### src/rtl/sipo_deser.sv
// sipo_deser: serial-in/parallel-out deserializer with sof framing and a valid/ready output register
// Ports:
//   clk          rising-edge clock
//   rst          asynchronous reset, active-low
//   sdata        serial data bit, sampled when sin_en=1
//   sin_en       bit qualifier
//   sof          start of frame, marks the qualified bit as bit 0 of a new word
//   pdata        assembled word
//   pdata_valid  pdata holds an unconsumed word
//   pdata_ready  consumer accepts pdata when pdata_valid=1
//   busy         frame in progress
//   overrun      sticky: a completed word was dropped
//   frame_err    sticky: a partial frame was aborted by a new sof
//   clr_err      synchronous clear of overrun and frame_err
module sipo_deser #(
    parameter int WIDTH     = 8,
    parameter bit LSB_FIRST = 1'b1
) (
    input  logic             clk,
    input  logic             rst,
    input  logic             sdata,
    input  logic             sin_en,
    input  logic             sof,
    output logic [WIDTH-1:0] pdata,
    output logic             pdata_valid,
    input  logic             pdata_ready,
    output logic             busy,
    output logic             overrun,
    output logic             frame_err,
    input  logic             clr_err
);
    localparam int CW = $clog2(WIDTH) + 1;
    localparam logic [CW-1:0] LAST = CW'(WIDTH - 1);

    typedef enum logic {IDLE, SHIFT} state_t;

    state_t           state, state_n;
    logic [CW-1:0]    cnt, cnt_n, idx, pos;
    logic [WIDTH-1:0] sreg, sreg_n, word, pdata_n;
    logic             valid_n, ovr_n, fe_n, take, done, accept;

    assign busy = (state == SHIFT);

    always_ff @(posedge clk or negedge rst) begin
        if (!rst) begin
            state       <= IDLE;
            cnt         <= '0;
            sreg        <= '0;
            pdata       <= '0;
            pdata_valid <= 1'b0;
            overrun     <= 1'b0;
            frame_err   <= 1'b0;
        end else begin
            state       <= state_n;
            cnt         <= cnt_n;
            sreg        <= sreg_n;
            pdata       <= pdata_n;
            pdata_valid <= valid_n;
            overrun     <= ovr_n;
            frame_err   <= fe_n;
        end
    end

    always_comb begin
        state_n = state;
        cnt_n   = cnt;
        sreg_n  = sreg;
        pdata_n = pdata;
        valid_n = pdata_valid;
        ovr_n   = overrun & ~clr_err;
        fe_n    = frame_err & ~clr_err;
        // a sof bit always restarts at index 0, discarding any partial word
        idx     = sof ? '0 : cnt;
        pos     = LSB_FIRST ? idx : LAST - idx;
        take    = sin_en & (sof | (state == SHIFT));
        done    = take & (idx == LAST);
        accept  = pdata_valid & pdata_ready;
        word    = sof ? '0 : sreg;
        for (int i = 0; i < WIDTH; i++)
            if (pos == CW'(i)) word[i] = sdata;
        if (take) begin
            sreg_n  = done ? '0 : word;
            cnt_n   = done ? '0 : idx + 1'b1;
            state_n = done ? IDLE : SHIFT;
            if (sof && state == SHIFT) fe_n = 1'b1;
        end
        if (accept) valid_n = 1'b0;
        // the held word wins over a new one unless it is consumed on this same edge
        if (done) begin
            if (!pdata_valid || accept) begin
                pdata_n = word;
                valid_n = 1'b1;
            end else begin
                ovr_n = 1'b1;
            end
        end
    end
endmodule

### config.mk
export PLATFORM = sky130hd
export DESIGN_NAME = sipo_deser
export DESIGN_NICKNAME = d
export VERILOG_FILES = /design/src/rtl/sipo_deser.sv
export SDC_FILE = /design/constraint.sdc
export NUM_CORES = 1
export LEC_CHECK = 0
export CORE_ASPECT_RATIO = 0.6
export CORE_UTILIZATION = 39
export DETAILED_ROUTE_END_ITERATION = 8
export PLACE_DENSITY = 0.6
export SLEW_MARGIN = 20
export SYNTH_ARGS = -nofsm -noshare
export SYNTH_HDL_FRONTEND = slang
export SYNTH_SLANG_ARGS = --single-unit
### constraint.sdc
create_clock -name clk -period 2.25 [get_ports clk]
set_input_delay 0.45 -clock clk [delete_from_list [all_inputs] [get_ports clk]]
set_output_delay 0.45 -clock clk [all_outputs]
set_load 0.01 [all_outputs]
Word level (Yosys, flattened, before mapping)
Index checks and enable logic that the tools add are counted.
{"block": "word_totals", "reg_bits": 24, "input_bits": 7, "output_inout_bits": 12, "word_cells": 47}
{"block": "op_classes", "n_addsub": 1, "eq_ne": 7, "n_mux": 20, "n_bitwise": 7, "n_reduce_logical": 5}
{"op": "$eq 4x3->1 const B", "n": 4}
{"op": "$mux 1", "n": 16}
{"op": "$mux 8", "n": 2}
{"op": "$eq 4x2->1 const B", "n": 2}
{"op": "$mux 4", "n": 2}
{"op": "$and 1x1->1", "n": 5}
{"op": "$add 4x1->4 const B", "n": 1}
{"op": "$eq 4x1->1 const B", "n": 1}
{"op": "$logic_not 4->1", "n": 1}
{"op": "$reduce_and 2->1", "n": 1}
{"op": "$logic_and 1x1->1", "n": 1}
{"op": "$logic_not 1->1", "n": 1}
{"op": "$logic_or 1x1->1", "n": 1}
{"op": "$not 1->1", "n": 1}
{"op": "$or 1x1->1", "n": 1}

Logic depth before layout (Yosys ltp)
{"block": "logic_depth", "ltp_word": 4, "depth_mapped": 6, "mapped_depth_nobuf": 4}

Worst setup path before layout
No wires, ideal clock.
{"block": "synth_timing", "path_kind": "register to register", "start": "register cnt[3]", "end": "register pdata[0]", "t_arrival_ns": 1.479, "required_time_ns": 2.125, "slack_ns": 0.646, "stages_incl_launch_ff": 6, "path_buffers": 1, "period_less_slack_ns": 1.604, "path_cell_list": "dfrtp_1 nand3b_4 nor3b_4 and3_1 buf_6 mux2_4"}
{"block": "synth_via", "elab_chain_cells": 4, "elab_cells_between_ends": 6, "classes_between": "1 x eq/ne; 2 x mux; 1 x bitwise; 2 x reduce/logical"}
{"item": "start: declaration", "line": "38", "text": "logic [CW-1:0] cnt, cnt_n, idx, pos;"}
{"item": "start signal: assignment", "line": "55", "text": "cnt <= cnt_n;"}
{"item": "$mux 4 (*)", "line": "73", "text": "idx = sof ? '0 : cnt;"}
{"item": "$eq 4x3->1", "line": "76", "text": "done = take & (idx == LAST);"}
{"item": "$and 1x1->1", "line": "76"}
{"item": "$reduce_and 2->1 (no source line)"}
{"item": "end signal: assignment", "line": "57", "text": "pdata <= pdata_n;"}
{"item": "end: declaration", "line": "24", "text": "output logic [WIDTH-1:0] pdata,"}
Mark *: on every way between the ends. The rest lies on a longest branch, timed or not.
A chain may end at the register's enable or synchronous reset.

Final worst setup path
{"block": "layout_timing", "start": "input port sof", "end": "register pdata[5]"}
{"block": "layout_via", "elab_chain_cells": 4, "elab_cells_between_ends": 9, "classes_between": "2 x eq/ne; 3 x mux; 3 x bitwise; 1 x reduce/logical"}
{"item": "start: declaration", "line": "23", "text": "input logic sof,"}
{"item": "$mux 4 or $or 1x1->1 (tied branches)", "line": "73, 75"}
{"item": "$eq 4x3->1 or $and 1x1->1 (tied branches)", "line": "76, 75"}
{"item": "$and 1x1->1", "line": "76"}
{"item": "$reduce_and 2->1 (no source line)"}
Several ways; a longest one is shown, not always the timed one.

==> flow_summary_export.csv <==
group,metric,value,unit
worst_setup_path,crit_buf_inv,2,
sta,worstMarginPinSlew,0.448,ns
floorplanning,die_h,44.5,microns
hold_path,hold_end,"sreg[5]",
yosys,netlist_area,0.00117,sq mm
sta,fmax,547,MHz
sta,hold_viol,0,
worst_setup_path,start_kind,"input pin",
grt,grt_pass1_wl,4200,microns
worst_setup_path,slowest_delay,0.44,ns
floorplanning,die_area,0.00324,sq mm
routing,vias_per_cell,5.10,
sta,slew_headroom,0.702,
cells_and_area,drive_above_1_share,0.185,
routing,drc,0,
floorplanning,initial_core_util,0.438,
yosys,yosysTopAreaCellShare,0.490,
sta,finalCritPeriodShare,0.813,
power,powerDensity,814,mW/mm^2
cells_and_area,fillers,252,
cells_and_area,diodes,0,
floorplanning,rows,14,
placement,hpwl,1700,microns
yosys,synth_seq_cells,23,
cells_and_area,multi_input_area,538,sq um
clocking,cts_max_path_buffers,2,
grt,antenna_found_initial,0,
sta,min_period,1.83,ns
grt,grt_pass1_vias,804,
routing,vias,836,
yosys,yosysSeqAreaShare,0.490,
yosys,syn_nets,110,
floorplanning,die-width,72.8,microns
yosys,synth_cell_types,32,
worst_setup_path,worstPathRequired,2.41,ns
clocking,clock-sinks,23,
hold_path,min-delay-start,"sreg[5]",
clocking,cts_hold_buf,0,
power,leakagePower,0.000649,uW
placement,io_buffers,18,
clocking,clk_latency,0.27,ns
floorplanning,io_pins,19,
sta,setup_violations,0,
worst_setup_path,regToRegSetupSlack,0.47,ns
sta,whs,0.513,ns
run,drv_cap,0,
floorplanning,coreArea,0.00268,sq mm
sta,skew,0.00226,ns
worst_setup_path,crit_arrival,1.99,ns
clocking,clkTransAtPathRegs,0.08,ns
power,ir_drop,408,uV
sta,drv_slew,0,
grt,grt-ovfl-total,0,
worst_setup_path,reg2reg_from,"cnt[2]",
worst_setup_path,worstSetupPathType,"in2reg",
routing,antenna_left,0,
yosys,yosys_warnings,0,
routing,firstDrtPassIters,4,
placement,gp_congestion,0.778,
worst_setup_path,crit_family,"buffers and inverters",
clocking,cts_resized,0,
routing,wl_per_cell,14.7,microns
clocking,cts_tree,"done",
worst_setup_path,crit_chain,"clkdlybuf4s50_1, buf_12, or3b_4, o21ai_1, o31ai_1, mux2_4",
worst_setup_path,r2r-end,"pdata[2]",
clocking,post_cts_buffers,0,
sta,rsz0062_at_grt,"false",
grt,grt_max_degree,24,
yosys,syn_inst,103,
hold_path,hold_depth,1,
yosys,avgSynthCellArea,11.4,sq um
worst_setup_path,end_kind,"register",
grt,grt_usage,0.177,
routing,drtIter0Drc,83,
outcome,status,"finished, final reports clean",
clocking,cts_inserted_buffers,3,
cells_and_area,nets,132,
cells_and_area,syn2layout_area_growth,24.8,%
sta,fin_tns_setup,0,ns
clocking,cts.htree.levels,1,
clocking,clockRootBuffer,"clkbuf_8",
cells_and_area,seqCellArea,576,sq um
worst_setup_path,reg2reg_depth,5,
yosys,yosysTopAreaCell,"dfrtp_1",
routing,finalWirelength,2410,microns
worst_setup_path,cp_slowest_cell,"clkdlybuf4s50_1",
yosys,synth.area.top_cells,"dfrtp_1 49%, mux2_4 10%, a22o_1 4.5%",
worst_setup_path,path_max_fanout,18,
hold_path,hold_class,"reg2reg",
==> cell type report <==
class / count / area share
flip-flops and latches: 23 / 0.393
multi-input cells: 69 / 0.367
repair buffers: 25 / 0.167
well taps: 40 / 0.0342
clock buffers: 4 / 0.0307
inverters: 3 / 0.00769
==> cells in the mapped netlist (all sizes together) <==
library cell and count:
a21boi 1, a21oi 6, a22o 6, a41o 1, and3 1, buf 6
clkbuf 2, dfrtp 23, inv 3, mux2 10, mux2i 3, nand2 5
nand2b 2, nand3 2, nand3b 1, nand4 1, nor2 8, nor3 2
nor3b 1, nor4 1, nor4b 3, o21a 2, o21ai 7, o22a 1
o22ai 1, o31ai 2, o41ai 1, or3b 1
==> sequential cells by signal, indices dropped and copies added (netlist names) <==
| register | cells |
|---|---|
| pdata | 8 |
| sreg | 7 |
| cnt | 4 |
| busy | 1 |
| frame_err | 1 |
| overrun | 1 |
| pdata_valid | 1 |
==> how the worst max path moves through the flow <==
stage	start	to	slack [ns]	cells after the start
finish	sof	pdata[5]	0.42	6
global route	cnt[2]	pdata[7]	0.36	5
CTS	sof	pdata[5]	0.43	6
detailed placement	sof	pdata[5]	0.15	6
global placement	sof	pdata[5]	0.17	6
floorplan	cnt[3]	pdata[0]	0.65	5
==> through the flow <==
stage	area, sq um	setup slack, ns	utilization	power (uW)	std cells
6_report	1470	0.420	0.547	1190	164
5_1_grt	1470	0.362	0.547	1260	164
4_1_cts	1470	0.434	0.547	1200	164
3_5_place_dp	1420	0.145	0.530	936	160
3_3_place_gp	1420	0.172	0.530	928	160
2_1_floorplan	1170	0.646	-	808	103
==> power by group <==
group	leakage, uW	total [uW]	switching (uW)	internal, uW
clock network	0.0000228	262	136	127
logic	0.000323	349	142	207
registers	0.000304	580	92.1	488
==> per-layer routing <==
| metal | vias up | global-route usage | part of all wire | wire [microns] |
|---|---|---|---|---|
| met5 | - | 0 | 0 | 0 |
| met4 | 0 | 0.0588 | 0.010 | 25 |
| met3 | 4 | 0.0478 | 0.035 | 85 |
| met2 | 14 | 0.239 | 0.41 | 981 |
| met1 | 400 | 0.269 | 0.55 | 1320 |
| li1 | 418 | - | - | - |
==> cells in the final DEF, fill, tap and decap left out, drive strengths merged <==
cell	instances
o31ai	2
o41ai	1
nand2	5
a21oi	6
o22ai	1
o22a	1
mux2i	3
buf	7
nor2	8
dfrtp	23
nand4	1
nor3b	1
nor3	2
clkbuf	4
o21ai	7
a41o	1
a21boi	1
inv	3
nand2b	2
nand3b	1
clkdlybuf4s50	18
a22o	6
and3	1
nor4	1
nand3	2
or3b	1
o21a	2
mux2	10
nor4b	3
==> cells by family after synthesis <==
group / synth area share
AOI/OAI and AO/OA: 0.161
and+or+nand+nor: 0.150
DFF: 0.490
muxes: 0.147
buffers and inverters: 0.0512
Power figures use the tool's default switching activity.
